==> src/rtl/uart_tx_fifo_if.sv <==
// Byte-write handshake and status bundle between the command/telemetry logic
// and the buffered UART transmitter.
interface uart_tx_fifo_if #(
    parameter int FIFO_DEPTH = 4
);
    localparam int CW = $clog2(FIFO_DEPTH + 1);

    logic          i_TX_DV;
    logic [7:0]    i_TX_Byte;
    logic          o_TX_Ready;
    logic          o_TX_Serial;
    logic          o_TX_Active;
    logic          o_TX_Done;
    logic [CW-1:0] o_FIFO_Count;
    logic          o_Overflow;

    modport master (
        output i_TX_DV,
        output i_TX_Byte,
        input  o_TX_Ready,
        input  o_TX_Serial,
        input  o_TX_Active,
        input  o_TX_Done,
        input  o_FIFO_Count,
        input  o_Overflow
    );

    modport slave (
        input  i_TX_DV,
        input  i_TX_Byte,
        output o_TX_Ready,
        output o_TX_Serial,
        output o_TX_Active,
        output o_TX_Done,
        output o_FIFO_Count,
        output o_Overflow
    );
endinterface

==> src/rtl/uart_tx_fifo.sv <==
// Buffered 8N1 UART transmitter with a small byte FIFO in front of it.
// Define UART_TX_PARITY_EN to add an even-parity bit after the data bits.
module uart_tx_fifo #(
    parameter int CLKS_PER_BIT = 195,
    parameter int FIFO_DEPTH   = 4
) (
    input  logic          i_Clock,
    input  logic          i_Rst_L,
    uart_tx_fifo_if.slave bus
);
    localparam int CW = $clog2(FIFO_DEPTH + 1);
    localparam int PW = $clog2(FIFO_DEPTH);
    localparam logic [15:0]   LAST_CLK = 16'(CLKS_PER_BIT - 1);
    localparam logic [CW-1:0] FULL     = CW'(FIFO_DEPTH);

    typedef enum logic [2:0] {
        S_IDLE    = 3'd0,
        S_START   = 3'd1,
        S_DATA    = 3'd2,
`ifdef UART_TX_PARITY_EN
        S_PARITY  = 3'd3,
`endif
        S_STOP    = 3'd4,
        S_CLEANUP = 3'd5
    } state_t;

    state_t        state_q, state_d;
    logic [15:0]   clk_cnt_q, clk_cnt_d;
    logic [2:0]    bit_idx_q, bit_idx_d;
    logic [7:0]    shift_q, shift_d;
    logic          serial_q, serial_d;
    logic          active_q, active_d;
    logic          done_q, done_d;
    logic [PW-1:0] wr_ptr_q, wr_ptr_d;
    logic [PW-1:0] rd_ptr_q, rd_ptr_d;
    logic [CW-1:0] count_q, count_d;
    logic          ready_q, ready_d;
    logic          ovf_q, ovf_d;
    logic [7:0]    mem [FIFO_DEPTH];

    logic wr_en;
    logic pop;
    logic last_clk;

    // Ready is the registered not-full flag, so a full FIFO rejects a write
    // even when the FSM pops in the same cycle.
    assign wr_en    = bus.i_TX_DV && ready_q;
    assign pop      = (state_q == S_IDLE) && (count_q != '0);
    assign last_clk = (clk_cnt_q == LAST_CLK);

    always_comb begin
        wr_ptr_d = wr_ptr_q;
        rd_ptr_d = rd_ptr_q;
        count_d  = count_q;
        ovf_d    = ovf_q;
        if (wr_en) begin
            wr_ptr_d = wr_ptr_q + PW'(1);
        end
        if (pop) begin
            rd_ptr_d = rd_ptr_q + PW'(1);
        end
        unique case ({wr_en, pop})
            2'b10:   count_d = count_q + CW'(1);
            2'b01:   count_d = count_q - CW'(1);
            default: count_d = count_q;
        endcase
        if (bus.i_TX_DV && !ready_q) begin
            ovf_d = 1'b1;
        end
        ready_d = (count_d != FULL);
    end

    always_comb begin
        state_d   = state_q;
        clk_cnt_d = clk_cnt_q;
        bit_idx_d = bit_idx_q;
        shift_d   = shift_q;
        unique case (state_q)
            S_IDLE: begin
                clk_cnt_d = '0;
                bit_idx_d = '0;
                if (pop) begin
                    shift_d = mem[rd_ptr_q];
                    state_d = S_START;
                end
            end
            S_START: begin
                if (last_clk) begin
                    clk_cnt_d = '0;
                    state_d   = S_DATA;
                end else begin
                    clk_cnt_d = clk_cnt_q + 16'd1;
                end
            end
            S_DATA: begin
                if (last_clk) begin
                    clk_cnt_d = '0;
                    if (bit_idx_q == 3'd7) begin
                        bit_idx_d = '0;
`ifdef UART_TX_PARITY_EN
                        state_d   = S_PARITY;
`else
                        state_d   = S_STOP;
`endif
                    end else begin
                        bit_idx_d = bit_idx_q + 3'd1;
                    end
                end else begin
                    clk_cnt_d = clk_cnt_q + 16'd1;
                end
            end
`ifdef UART_TX_PARITY_EN
            S_PARITY: begin
                if (last_clk) begin
                    clk_cnt_d = '0;
                    state_d   = S_STOP;
                end else begin
                    clk_cnt_d = clk_cnt_q + 16'd1;
                end
            end
`endif
            S_STOP: begin
                if (last_clk) begin
                    clk_cnt_d = '0;
                    state_d   = S_CLEANUP;
                end else begin
                    clk_cnt_d = clk_cnt_q + 16'd1;
                end
            end
            S_CLEANUP: begin
                clk_cnt_d = '0;
                state_d   = S_IDLE;
            end
            default: begin
                clk_cnt_d = '0;
                bit_idx_d = '0;
                state_d   = S_IDLE;
            end
        endcase
    end

    // Line outputs are decoded from the next state so they change on the
    // same edge as the state itself.
    always_comb begin
        serial_d = 1'b1;
        active_d = 1'b0;
        done_d   = 1'b0;
        unique case (state_d)
            S_START: begin
                serial_d = 1'b0;
                active_d = 1'b1;
            end
            S_DATA: begin
                serial_d = shift_d[bit_idx_d];
                active_d = 1'b1;
            end
`ifdef UART_TX_PARITY_EN
            S_PARITY: begin
                serial_d = ^shift_d;
                active_d = 1'b1;
            end
`endif
            S_STOP: begin
                active_d = 1'b1;
            end
            S_CLEANUP: begin
                done_d = 1'b1;
            end
            default: begin
                serial_d = 1'b1;
            end
        endcase
    end

    always_ff @(posedge i_Clock) begin
        if (!i_Rst_L) begin
            state_q   <= S_IDLE;
            clk_cnt_q <= '0;
            bit_idx_q <= '0;
            shift_q   <= '0;
            serial_q  <= 1'b1;
            active_q  <= 1'b0;
            done_q    <= 1'b0;
            wr_ptr_q  <= '0;
            rd_ptr_q  <= '0;
            count_q   <= '0;
            ready_q   <= 1'b1;
            ovf_q     <= 1'b0;
        end else begin
            state_q   <= state_d;
            clk_cnt_q <= clk_cnt_d;
            bit_idx_q <= bit_idx_d;
            shift_q   <= shift_d;
            serial_q  <= serial_d;
            active_q  <= active_d;
            done_q    <= done_d;
            wr_ptr_q  <= wr_ptr_d;
            rd_ptr_q  <= rd_ptr_d;
            count_q   <= count_d;
            ready_q   <= ready_d;
            ovf_q     <= ovf_d;
        end
    end

    always_ff @(posedge i_Clock) begin
        if (wr_en) begin
            mem[wr_ptr_q] <= bus.i_TX_Byte;
        end
    end

    assign bus.o_TX_Ready   = ready_q;
    assign bus.o_TX_Serial  = serial_q;
    assign bus.o_TX_Active  = active_q;
    assign bus.o_TX_Done    = done_q;
    assign bus.o_FIFO_Count = count_q;
    assign bus.o_Overflow   = ovf_q;
endmodule
==> src/flat_wrapper.sv <==
// flat-port wrapper written by rule: the top's interface ports become plain ports
module uart_tx_fifo_flat 
#(
    parameter int CLKS_PER_BIT = 195,
    parameter int FIFO_DEPTH   = 4
)
  (i_Clock, i_Rst_L, bus_i_TX_DV, bus_i_TX_Byte, bus_o_TX_Ready, bus_o_TX_Serial, bus_o_TX_Active, bus_o_TX_Done, bus_o_FIFO_Count, bus_o_Overflow);
  uart_tx_fifo_if #(.FIFO_DEPTH(FIFO_DEPTH)) bus_i ();
  input  logic i_Clock;
  input  logic i_Rst_L;
  input wire logic [$bits(bus_i.i_TX_DV)-1:0] bus_i_TX_DV;
  input wire logic [$bits(bus_i.i_TX_Byte)-1:0] bus_i_TX_Byte;
  output wire logic [$bits(bus_i.o_TX_Ready)-1:0] bus_o_TX_Ready;
  output wire logic [$bits(bus_i.o_TX_Serial)-1:0] bus_o_TX_Serial;
  output wire logic [$bits(bus_i.o_TX_Active)-1:0] bus_o_TX_Active;
  output wire logic [$bits(bus_i.o_TX_Done)-1:0] bus_o_TX_Done;
  output wire logic [$bits(bus_i.o_FIFO_Count)-1:0] bus_o_FIFO_Count;
  output wire logic [$bits(bus_i.o_Overflow)-1:0] bus_o_Overflow;
  assign bus_i.i_TX_DV = bus_i_TX_DV;
  assign bus_i.i_TX_Byte = bus_i_TX_Byte;
  assign bus_o_TX_Ready = bus_i.o_TX_Ready;
  assign bus_o_TX_Serial = bus_i.o_TX_Serial;
  assign bus_o_TX_Active = bus_i.o_TX_Active;
  assign bus_o_TX_Done = bus_i.o_TX_Done;
  assign bus_o_FIFO_Count = bus_i.o_FIFO_Count;
  assign bus_o_Overflow = bus_i.o_Overflow;
  uart_tx_fifo #(.CLKS_PER_BIT(CLKS_PER_BIT), .FIFO_DEPTH(FIFO_DEPTH)) u_core (.i_Clock(i_Clock), .i_Rst_L(i_Rst_L), .bus(bus_i));
endmodule
==> config.mk <==
export PLATFORM = sky130hd
export DESIGN_NAME = uart_tx_fifo_flat
export DESIGN_NICKNAME = d
export VERILOG_FILES = /design/src/rtl/uart_tx_fifo_if.sv /design/src/rtl/uart_tx_fifo.sv /design/src/flat_wrapper.sv
export SDC_FILE = /design/constraint.sdc
export NUM_CORES = 1
export LEC_CHECK = 0
export ABC_AREA = 1
export BUFFER_PORTS_ARGS = -buffer_cell sky130_fd_sc_hd__clkbuf_2
export CORE_AREA = 2 2 82 84
export DETAILED_ROUTE_END_ITERATION = 8
export DIE_AREA = 0 0 84 86
export PLACE_DENSITY = 0.85
export SLEW_MARGIN = 10
export SYNTH_ARGS = -nofsm -noshare
export SYNTH_HDL_FRONTEND = slang
export SYNTH_SLANG_ARGS = --single-unit
==> constraint.sdc <==
create_clock -name i_Clock -period 2 [get_ports i_Clock]
set_input_delay 0.3 -clock i_Clock [delete_from_list [all_inputs] [get_ports i_Clock]]
set_output_delay 0.3 -clock i_Clock [all_outputs]
set_load 0.01 [all_outputs]
==> metrics.csv <==
stage;metric;value;unit
status;status;finished, final reports clean;
finish;Nets;436;
placement;Place WS;0.0906;ns
detailed_routing;Post-Route WL;6260;µm
floorplan;die width;84;µm
global_route;gr usage total;18.9;%
power;leak pwr;0.00159;µW
placement;final RePlAce weighted congestion;0.913;
sta;final hold vios;0;
sta;Tcrit/Tclk final;96.6;%
yosys;Yosys warning count;0;
yosys;Synthesized Nets;404;
sta;post-route setup slack;0.0685;ns
yosys;Main synth FF type;dfxtp_1;
yosys;top cell type's share of synthesized area;28.7;%
detailed_routing;# DRC;0;
flow_run;Max Cap Viol;0;
critical_path;reg2reg end;u_core.bus.o_TX_Ready;
detailed_routing;via count;2574;
critical_path;Worst R2R Path Depth;12;
sta;Rel. slew slack;67.0;%
clock_tree;TritonCTS Buffers;9;
critical_path;worst-path fanout max;3;
yosys;Yosys reg bits;76;
yosys;Cell variety after synth;34;
detailed_routing;post-route ant nets;0;
floorplan;FP Rows;29;
critical_path;FF-to-FF Start;u_core.bus.o_FIFO_Count[1];
critical_path;Critical path buffers and inverters;3;
critical_path;WP data required;2.29;ns
critical_path;Setup crit end kind;flip-flop;
clock_tree;CTS H-tree lvls;3;
power;PwrDens;1290;mW/mm²
floorplan;core area;0.00628;mm²
global_route;vias in the first global route;2534;
yosys;Gate Count Post-Synth;383;
yosys;syn avg cell area;8.74;µm²
yosys;Post-synth EDFFs;32;
global_route;largest net degree at the start of global routing;18;
yosys;Synth Cell Area;0.00335;mm²
critical_path;Setup Crit Path Kind;reg -> reg;
detailed_routing;DRT iter0 DRCs;146;
clock_tree;clk buf depth;2;
clock_tree;root buf cell;clkbuf_8;
sta;Final setup viols;0;
critical_path;CP max stage delay;0.36;ns
finish;Area Overhead vs Synth;14.8;%
yosys;Post-synth ARST share;0;%
finish;post-route cell area;0.00384;mm²
global_route;first-pass GRT wire length;10700;µm
placement;Post-DP Area;0.00358;mm²
critical_path;R2R Setup Slk;0.07;ns
clock_tree;CTS tree;done;
detailed_routing;TritonRoute pass-1 iters;4;
global_route;initial antenna violation count;0;
sta;skew final;0.00787;ns
yosys;part of the Yosys area used for sequential elements;55.0;%
clock_tree;Clk pin slew, worst setup/hold paths;0.08;ns
critical_path;critical path startpoint category;flip-flop;
finish;antenna diode count;0;
sta;final-report max-slew violation count;0;
worst_hold_path;endpoint with the worst hold slack;u_core.mem[2][1];
critical_path;Worst Path Arrival;2.22;ns
clock_tree;CTS sink cnt;76;
placement;post-DP HPWL;4320;µm
yosys;top-count cell post-synth;nor2_1;
critical_path;worst path cell trace;inv_1 > nand3_1 > nand3_2 > inv_2 > ha_1 > inv_1 > fa_2 > a21oi_1 > o21ai_2 > o21ai_1 > a21oi_2 > nand3_1;
floorplan;Die Y;86;µm
clock_tree;hold bufs inserted after CTS;0;
yosys;top post-synthesis cells by count;nor2_1 (75), nand2_1 (46), inv_1 (45);
critical_path;CP top delay family;compound AO/OA/AOI/OAI gates;
worst_hold_path;worst hold-check path type;in -> reg;
worst_hold_path;Hold Path Depth;1;
placement;IO buf count;18;
worst_hold_path;min-delay src;bus_i_TX_Byte[1];
clock_tree;worst skew pair latency;0.35;ns
sta;min Tclk post-route;1.93;ns
floorplan;# IOs;19;
yosys;Synth area leaders;edfxtp_1 (29%), dfxtp_1 (26%), nor2_1 (8.4%);
sta;f_max;518;MHz
detailed_routing;post-DR wirelength/cell;12.6;µm
detailed_routing;vias per inst;5.18;
finish;share of cells above drive strength 1;16.7;%
yosys;largest area contributor in the netlist;edfxtp_1;
floorplan;Initial Util;53.3;%
global_route;gr ovfl total;0;
critical_path;slowest stage cell on the critical path;fa_2;
power;maximum VDD drop;1070;µV
sta;Slew @ Worst Pin;0.491;ns
floorplan;die area;0.00722;mm²
-- layer usage --
metal / wire length (µm) / track usage, % / vias up
li1: - / - / 1317
met1: 2660 / 20.5 / 1185
met2: 3260 / 34.5 / 54
met3: 203 / 5.10 / 18
met4: 136 / 8.50 / 0
met5: 0 / 0 / -
-- worst max-delay path by stage --
stage | from | end | cells past startpoint
floorplan | u_core.bus.o_FIFO_Count[2] | u_core.bus.o_TX_Ready | 12
global placement | u_core.state_q[0] | u_core.bus.o_TX_Ready | 10
detailed placement | u_core.state_q[0] | u_core.bus.o_TX_Ready | 10
CTS | u_core.state_q[0] | u_core.bus.o_TX_Ready | 10
global route | u_core.bus.o_FIFO_Count[2] | u_core.bus.o_TX_Ready | 12
finish | u_core.bus.o_FIFO_Count[1] | u_core.bus.o_TX_Ready | 12
-- area by class of cell --
cell class | instances | area, µm²
timing repair buffer | 29 | 173
multi-input combinational | 250 | 1300
clock buffer | 9 | 124
inverter | 49 | 184
fill | 499 | 2440
tap | 77 | 96.3
sequential | 76 | 1840
clock inverter | 7 | 123
-- worst reg2reg max path, cell delays in order (launching register included) --
cell	delay (ns)
dfxtp_2	0.35
inv_1	0.07
nand3_1	0.11
nand3_2	0.08
inv_2	0.07
ha_1	0.14
inv_1	0.08
fa_2	0.37
a21oi_1	0.21
o21ai_2	0.11
o21ai_1	0.17
a21oi_2	0.06
nand3_1	0.07
-- cells by family after synthesis --
family / after synthesis / share of synthesized area [%]
flip-flops: 76 / 55.0
multiplexers: 1 / 0.299
adder cells (fa/ha/maj): 10 / 3.96
XOR/XNOR: 6 / 1.57
AND/OR/NAND/NOR: 174 / 23.4
buffers and inverters: 57 / 6.65
AO/OA/AOI/OAI: 59 / 9.12
-- per-stage QoR --
stage                     total power [µW]  hold WS, ns  utilization, %  instances  setup TNS (ns)
after global placement                3460        0.442            57.0        481               0
after global routing                  5310        0.157            61.2        497          -0.107
final                                 4970        0.171            61.2        497               0
after floorplan                       3110        0.399               -        383               0
after CTS                             4950        0.157            61.0        497               0
after detailed placement              3530        0.452            57.0        481               0
-- where the power goes --
| group | leakage, µW | internal [µW] | switching [µW] |
|---|---|---|---|
| Clock | 0.000116 | 837 | 586 |
| Sequential | 0.000653 | 1890 | 110 |
| Combinational | 0.000819 | 574 | 973 |
| Total | 0.00159 | 3300 | 1670 |
-- what timing repair did --
item                       4_1_cts  5_1_grt
setup endpoints to repair        0        2
setup buffers                    0        0
resized for setup                0        5
-- placed cells by master, fill, tap and decap left out, drive strengths merged, types with 2 or more instances in the layout --
master	count
nor3	6
bufinv	3
nand2	49
inv	50
nor2	79
nor4	2
a21oi	19
or2	3
o22ai	4
xor2	4
clkinvlp	2
dfxtp	44
nand3	32
xnor2	2
buf	11
edfxtp	32
clkbuf	27
o21ai	34
ha	9
-- registers in the layout, indices dropped and copies added (netlist names), 2 cells and up, named ones only --
name / count
u_core.wr_ptr_q: 2
u_core.bus.o_FIFO_Count: 3
u_core.rd_ptr_q: 2
u_core.state_q: 3
u_core.shift_q: 8
u_core.bit_idx_q: 3
u_core.clk_cnt_q: 16
u_core.mem: 32
Note: power is estimated with default switching activity, not from simulation.
